<file path="config.mk">
export PLATFORM = sky130hd
export DESIGN_NAME = brush_stamp_arbiter
export DESIGN_NICKNAME = d
export VERILOG_FILES = /design/src/rtl/brush_pkg.sv /design/src/rtl/brush_stamp_arbiter_rr.sv /design/src/rtl/brush_stamp_arbiter.sv
export SDC_FILE = /design/constraint.sdc
export NUM_CORES = 1
export LEC_CHECK = 0
export ABC_AREA = 1
export CORE_UTILIZATION = 30
export DETAILED_ROUTE_END_ITERATION = 6
export PLACE_DENSITY_LB_ADDON = 0.15
export RECOVER_POWER = 100
export SLEW_MARGIN = 10
export SYNTH_ARGS = -nofsm -noshare
export SYNTH_HDL_FRONTEND = slang
export SYNTH_SLANG_ARGS = --single-unit
export TNS_END_PERCENT = 30
</file>
<file path="constraint.sdc">
create_clock -name clk_in -period 5.45 [get_ports clk_in]
set_input_delay 0.8175 -clock clk_in [delete_from_list [all_inputs] [get_ports clk_in]]
set_output_delay 0.8175 -clock clk_in [all_outputs]
set_load 0.01 [all_outputs]
</file>
<file path="src/rtl/brush_pkg.sv">
// == brush_pkg: shared stamp record, canvas defaults and FSM encoding | rev 1.0 ==
`default_nettype none

package brush_pkg;

  localparam int H_RES_DEF  = 320;
  localparam int V_RES_DEF  = 180;
  localparam int ADDR_W_DEF = 16;

  // Field order matches the diff link code layout.
  typedef struct packed {
    logic [9:0] x;
    logic [8:0] y;
    logic [3:0] color;
    logic [2:0] width;
  } stamp_t;

  typedef enum logic [0:0] {
    ST_IDLE  = 1'b0,
    ST_STAMP = 1'b1
  } state_t;

endpackage

`default_nettype wire

</file>
<file path="src/rtl/brush_stamp_arbiter_rr.sv">
// == rr_arbiter2: two-requester round-robin grant, history updated only on acceptance | rev 1.0 ==
`default_nettype none

module rr_arbiter2
  import brush_pkg::*;
(
  input  logic       clk_in,
  input  logic       rst_in,
  input  logic [1:0] req_in,
  input  logic       en_in,
  output logic [1:0] grant_out
);

  logic last_q, last_d;

  always_comb begin
    grant_out = req_in;
    if (req_in == 2'b11) begin
      grant_out = last_q ? 2'b01 : 2'b10;
    end
  end

  always_comb begin
    last_d = last_q;
    if (en_in && (grant_out != 2'b00)) begin
      last_d = grant_out[1];
    end
  end

  // Reset to the remote side so local wins the first contention.
  always_ff @(posedge clk_in or negedge rst_in) begin
    if (!rst_in) begin
      last_q <= 1'b1;
    end else begin
      last_q <= last_d;
    end
  end

endmodule

`default_nettype wire

</file>
<file path="src/rtl/brush_stamp_arbiter.sv">
// == brush_stamp_arbiter: arbitrates local/remote brush stamps into clipped pixel writes | rev 1.0 ==
// == Optional BRUSH_DEDUP_EN: drop a request identical to that requester's last accepted stamp ==
`default_nettype none

module brush_stamp_arbiter
  import brush_pkg::*;
#(
  parameter int H_RES  = H_RES_DEF,
  parameter int V_RES  = V_RES_DEF,
  parameter int ADDR_W = ADDR_W_DEF
) (
  input  logic              clk_in,
  input  logic              rst_in,
  input  logic [1:0]        req_valid_in,
  input  logic [1:0][9:0]   req_x_in,
  input  logic [1:0][8:0]   req_y_in,
  input  logic [1:0][3:0]   req_color_in,
  input  logic [1:0][2:0]   req_width_in,
  output logic [1:0]        req_ready_out,
  output logic              wr_valid_out,
  input  logic              wr_ready_in,
  output logic [ADDR_W-1:0] wr_addr_out,
  output logic [3:0]        wr_color_out,
  output logic              busy_out,
  output logic              stamp_done_out
);

  state_t      state_q, state_d;
  stamp_t      stamp_q, stamp_d;
  logic [2:0]  dx_q, dx_d, dy_q, dy_d;
  stamp_t      req_stamp [2];
  logic [1:0]  grant;
  logic        accept, gidx, dup, start;
  logic [10:0] px;
  logic [9:0]  py;
  logic        in_bounds, last_pos, advance;

  for (genvar i = 0; i < 2; i++) begin : g_req
    assign req_stamp[i] = {req_x_in[i], req_y_in[i], req_color_in[i], req_width_in[i]};
  end

  rr_arbiter2 u_arb (
    .clk_in    (clk_in),
    .rst_in    (rst_in),
    .req_in    (req_valid_in),
    .en_in     (accept),
    .grant_out (grant)
  );

  assign accept = (state_q == ST_IDLE) && (req_valid_in != 2'b00);
  assign gidx   = grant[1];
  assign start  = accept && !dup;

`ifdef BRUSH_DEDUP_EN
  stamp_t     last_q [2];
  stamp_t     last_d [2];
  logic [1:0] last_vld_q, last_vld_d;

  always_comb begin
    last_d     = last_q;
    last_vld_d = last_vld_q;
    if (accept) begin
      last_d[gidx]     = req_stamp[gidx];
      last_vld_d[gidx] = 1'b1;
    end
  end

  always_ff @(posedge clk_in or negedge rst_in) begin
    if (!rst_in) begin
      last_q     <= '{default: '0};
      last_vld_q <= 2'b00;
    end else begin
      last_q     <= last_d;
      last_vld_q <= last_vld_d;
    end
  end

  assign dup = last_vld_q[gidx] && (last_q[gidx] == req_stamp[gidx]);
`else
  assign dup = 1'b0;
`endif

  // Sums are widened by one bit so edge stamps clip instead of wrapping.
  assign px        = {1'b0, stamp_q.x} + {8'b0, dx_q};
  assign py        = {1'b0, stamp_q.y} + {7'b0, dy_q};
  assign in_bounds = (px < 11'(H_RES)) && (py < 10'(V_RES));
  assign last_pos  = (dx_q == stamp_q.width) && (dy_q == stamp_q.width);
  assign advance   = (state_q == ST_STAMP) && (!in_bounds || wr_ready_in);

  always_ff @(posedge clk_in or negedge rst_in) begin
    if (!rst_in) begin
      state_q <= ST_IDLE;
    end else begin
      state_q <= state_d;
    end
  end

  always_comb begin
    state_d = state_q;
    case (state_q)
      ST_IDLE:  if (start) state_d = ST_STAMP;
      ST_STAMP: if (advance && last_pos) state_d = ST_IDLE;
      default:  state_d = ST_IDLE;
    endcase
  end

  always_comb begin
    stamp_d = stamp_q;
    dx_d    = dx_q;
    dy_d    = dy_q;
    if (start) begin
      stamp_d = req_stamp[gidx];
      dx_d    = 3'd0;
      dy_d    = 3'd0;
    end else if (advance) begin
      if (dx_q == stamp_q.width) begin
        dx_d = 3'd0;
        dy_d = dy_q + 3'd1;
      end else begin
        dx_d = dx_q + 3'd1;
      end
    end
  end

  always_ff @(posedge clk_in or negedge rst_in) begin
    if (!rst_in) begin
      stamp_q <= '0;
      dx_q    <= 3'd0;
      dy_q    <= 3'd0;
    end else begin
      stamp_q <= stamp_d;
      dx_q    <= dx_d;
      dy_q    <= dy_d;
    end
  end

  always_comb begin
    req_ready_out  = accept ? grant : 2'b00;
    busy_out       = (state_q == ST_STAMP);
    wr_valid_out   = (state_q == ST_STAMP) && in_bounds;
    wr_addr_out    = '0;
    wr_color_out   = 4'd0;
    stamp_done_out = advance && last_pos;
    if (wr_valid_out) begin
      wr_addr_out  = ADDR_W'(py) * ADDR_W'(H_RES) + ADDR_W'(px);
      wr_color_out = stamp_q.color;
    end
  end

endmodule

`default_nettype wire

</file>
Word level (Yosys, flattened, before mapping) --
Cells that the tools add are included. Widths: inputs -> output; s select.
Cells by class: muxes and demuxes 17, shift-type cells 0, bitwise operators 2, $add $sub $neg 5, $lt $le $gt $ge 3, div/mod/pow operators 0, reduce and logical (&&, ||, !) cells 14, equality and inequality tests 3, $mul 1
Operator list (count):
- $mux 26 | 3
- $mux 3 | 6
- $add 16x11->16 | 1
- $mux 16 | 1
- $add 10x3->11 | 1
- $lt 11x9->1 const B | 1
- $add 9x3->10 | 1
- $lt 10x8->1 const B | 1
- $mul 10x3->10 const B | 1
- $reduce_bool 2->1 | 4
- $logic_and 1x1->1 | 7
- $add 3x1->3 const B | 2
- $eq 3x3->1 | 2
- $mux 2 | 3
- $mux 4 | 1
- $eq 2x2->1 const B | 1
- $ge 2x2->1 const B | 1
- $mux 1 | 2
- $not 1->2 | 1
- $pmux 1 s2 | 1
- $reduce_and 2->1 | 1
- $logic_not 1->1 | 1
- $logic_or 1x1->1 | 1
- $not 1->1 | 1
Word-level totals: bits in writable memories 0, output and inout bits 25, word-level logic and storage cells 53, bits in registers 34, input bits 57, memories 0, bits in read-only memories 0, latch bits 0

Longest topological paths before layout --
depth after elaboration 9, mapped depth 23, depth with buffers taken out 23

Modules after synthesis --
Synthesis repeated with hierarchy kept, for this count alone.
Unflattened totals: cell total of the unflattened synthesis 441, area total of the unflattened synthesis 3044.2 µm²
By module, submodules not included:
- brush_stamp_arbiter | seq. area each 825.8 µm², cells each 433, area an instance 2982.9 µm², instances 1
- rr_arbiter2 | seq. area each 26.3 µm², cells each 8, area an instance 61.3 µm², instances 1

Least setup slack after synthesis --
No wires, ideal clock.
kind reg-to-output, start register dy_q[0], end output port wr_addr_out[15], setup slack 1209 ps, buffers on the path 0, required time 4633 ps, cell stages (with the launch flop) 22, data arrival time 3423 ps, cells stage by stage dfrtp_1 ha_1 fa_1 nand3_1 nand3_1 nand2_1 inv_1 ha_1 inv_1 fa_1 inv_1 ha_1 nand2_1 inv_1 nand4_1 nand4_1 nand2_1 nor2_1 nand2_1 nor2_1 nor2_1 nor2_1
Between the ends: word-level cells in the longest chain between the ends 5, elaborated cells between the ends (all ways) 7, classes of those cells add/sub (2); mul (1); order compare (1); mux (1); reduce/logical (2)
RTL lines:
- from (decl) | RTL line brush_stamp_arbiter.sv:30 | logic [2:0] dx_q, dx_d, dy_q, dy_d;
- from (signal assigned) | RTL line brush_stamp_arbiter.sv:133 | dy_q <= dy_d;
- $add 9x3->10 * | RTL line brush_stamp_arbiter.sv:85 | assign py = {1'b0, stamp_q.y} + {7'b0, dy_q};
- parallel branches: the longest is 3 deep, another holds $add 16x11->16
- $mux 16 * | RTL line brush_stamp_arbiter.sv:144 | if (wr_valid_out) begin
- to (decl) | RTL line brush_stamp_arbiter.sv:22 | output logic [ADDR_W-1:0] wr_addr_out,
Mark *: on every way between the ends.

Worst setup path after layout --
start register dy_q[0], end output port wr_addr_out[14]
The elaborated chain is that of the path after synthesis.

==> results.toml <==
[place]
place.gp.congestion = 0.8292
dpl-instance-area_um2 = 4019
io_buffers = 81
dp_hpwl_mm = 6.501

[clock_network]
clkSinkCount = 34
clk_pin_slew_ps = 60
clk_latency_ps = 280
post_cts_buffers = 0
postCtsHoldBufs = 0
cts_tree = "done"
htree_levels = 2
cts_buffers = 5
cts_root_buf = "clkbuf_8"
ctsResizeCount = 0
clock_path_buffers = 2

[critical_path]
worstPathMaxFanout = 6
crit_start = "dy_q[0]$_DFFE_PN0P_"
cp_data_required_time_ps = 4630
start_kind = "flip-flop"
path_class = "reg -> out"
end_kind = "primary output"
cp_data_arrival_time_ps = 4220
r2r_start = "busy_out$_DFF_PN0_"

[die]
core_area_um2 = 9864
rows = 36
chipWidth_um = 103.4
num_io_pins = 82
initial_utilization = 0.3127
dieHeight_um = 103.4
die_area_um2 = 10690

[synth]
yosysTopAreaCell = "dfrtp_1"
syn_area_per_cell_um2 = 6.978
yosysUniqueCellTypes = 27
synth_area_leaders = "dfrtp_1, nand2_1, ha_1, inv_1, o21ai_0"
yosysSeqAreaShare = 0.2763
synth-seq-cells = 34
synthesis.area_um2 = 3084
syn_inst = 442
syn-num-nets = 527
yosysTopAreaCellShare = 0.2677
ys_warn_count = 0

[sta]
timing.slew.headroom = -0.2670
fmax_mhz = 198.5
finalSetupViolations = 0
finalHoldViolCount = 0
timing.hold.ws_ps = 505.5
finClkSkew_ps = 6.276
rsz0062_at_grt = "no"
fin_setup_tns_ps = 0
finalCritPeriodShare = 0.9244
tightest_slew_ps = 1901
min_period_ps = 5038
maxSlewViolCount = 86

[drt]
drc = 0
postRouteWirelength_mm = 8.224
routed_via_density = 4.706
routedWlPerCell_um = 12.57
ant_nets = 0
drt-initial-drc-count = 96
dr_total_vias = 3078
first_pass_iters = 4

[final_layout]
drive_gt1_frac = 0.06334
fillers = 1017
final_area_um2 = 4095
synthToLayoutAreaGrowth_pct = 32.78
num_antenna_cells = 0
layout.nets = 605

[global_routing]
antenna_found_initial = 0
grt-ovfl-total = 0
grt_start_max_net_pins = 51
grt_pass1_vias = 2950
grt_pass1_wl_mm = 13.85
track_usage = 0.1661

[power]
p_per_area_nw_per_um2 = 745.5
leakagePower_nw = 1.987
totalPowerFinal_mw = 3.053
peakVddDrop_mv = 0.4359

[run]
drv_cap = 2

[status]
status = "finished with violations"
failed_checks = "max-capacitance violations, max-slew violations"

[hold_path]
min_path_type = "reg -> reg"
hp-start = "u_arb.last_q$_DFFE_PN1P_"
Yosys cell counts:
library cell  instances
a21oi_1               8
buf_12                1
inv_4                 1
xnor2_1               8
nand3_2               3
fa_1                  4
nand4_1               6
inv_2                 1
inv_1                58
o21ai_1               2
nor2_2                1
o22ai_1              22
dfrtp_1              33
clkbuf_1             11
a21o_1                1
nand3b_1              2
dfstp_2               1
nand3_1              29
o21ai_0              42
nor4_1                1
nand2_1              99
nor2_1               54
a31oi_1               2
xor2_1                8
nand2_2               7
nor2_4               13
ha_1                 24
flip-flops by register name, indices dropped and copies added (netlist names):
| name | count |
|---|---|
| stamp_q | 26 |
| dx_q | 3 |
| dy_q | 3 |
| busy_out | 1 |
| u_arb.last_q | 1 |
final cells by class:
type | count | area, um^2 | share of cell area
inverter | 60 | 225.2 | 0.05500
sequential | 34 | 852.1 | 0.2081
tap | 133 | 166.4 | 0.04064
clock buffer | 7 | 86.33 | 0.02108
multi-input combinational | 336 | 1948 | 0.4757
timing repair buffer | 83 | 812.0 | 0.1983
clock inverter | 1 | 5.005 | 0.001222
kinds of logic after synthesis:
| kind of cell | Yosys count | share of synthesized area |
|---|---|---|
| simple gates | 215 | 0.3258 |
| fa+ha+maj | 28 | 0.1233 |
| buf+inv | 72 | 0.09371 |
| xor+xnor | 16 | 0.04544 |
| flops | 34 | 0.2763 |
| compound gates | 77 | 0.1355 |
report_power, final:
part / total (mW) / internal (mW) / switching (mW)
combinational: 2.36 / 0.977 / 1.38
sequential: 0.501 / 0.378 / 0.123
clock: 0.192 / 0.102 / 0.0905
total: 3.05 / 1.46 / 1.60
final timing paths:
kind | end | slack (ps) | cells past startpoint
worst max-delay path | wr_addr_out[14] | 410 | 19
min in group asynchronous | stamp_q[3]$_DFFE_PN0P_ | 1580 | 2
worst max register to register | dy_q[0]$_DFFE_PN0P_ | 1880 | 9
worst min-delay path | u_arb.last_q$_DFFE_PN1P_ | 510 | 2
max in group asynchronous | stamp_q[5]$_DFFE_PN0P_ | 2770 | 2
worst min register to register | u_arb.last_q$_DFFE_PN1P_ | 510 | 2
layout by cell type (no fill, tap or decap), drive strengths merged, types with 8 or more instances in the layout:
cell,netlist,final
o21ai,44,44
nand3,32,32
a21oi,8,8
o22ai,22,22
ha,24,24
xnor2,8,8
xor2,8,8
inv,60,60
dfrtp,33,33
nor2,68,68
clkdlybuf4s50,0,57
nand2,106,106
dlygate4sd3,0,23
clkbuf,11,10
worst max-delay path: stages, from the launching register on:
cell and delay, ps:
dfrtp_1 440, ha_1 250, fa_1 430, nand3_1 120, nand3_1 80, nand2_1 90, inv_1 70, ha_1 300
inv_1 60, fa_1 530, inv_1 60, ha_4 280, nand2_1 50, nand2_1 60, nand2_1 60, nor2_1 150
nand2_1 80, xnor2_1 140, nor2_1 50, dlygate4sd3_1 640
through the flow:
stage	instances	worst slack, ps	utilization
floorplan	442	1209	-
global placement	646	563.7	0.4074
detailed placement	646	457.6	0.4074
CTS	654	132.6	0.4167
global route	654	73.68	0.4151
finish	654	411.8	0.4151
per-layer routing:
metal,global-route usage,vias up,share of wire
met5,0,-,0
met3,0.02487,9,0.039
met1,0.2195,1413,0.49
li1,-,1596,-
met4,0.04225,0,0.012
met2,0.2837,60,0.46
No activity file was read; power rests on OpenSTA's default activity.
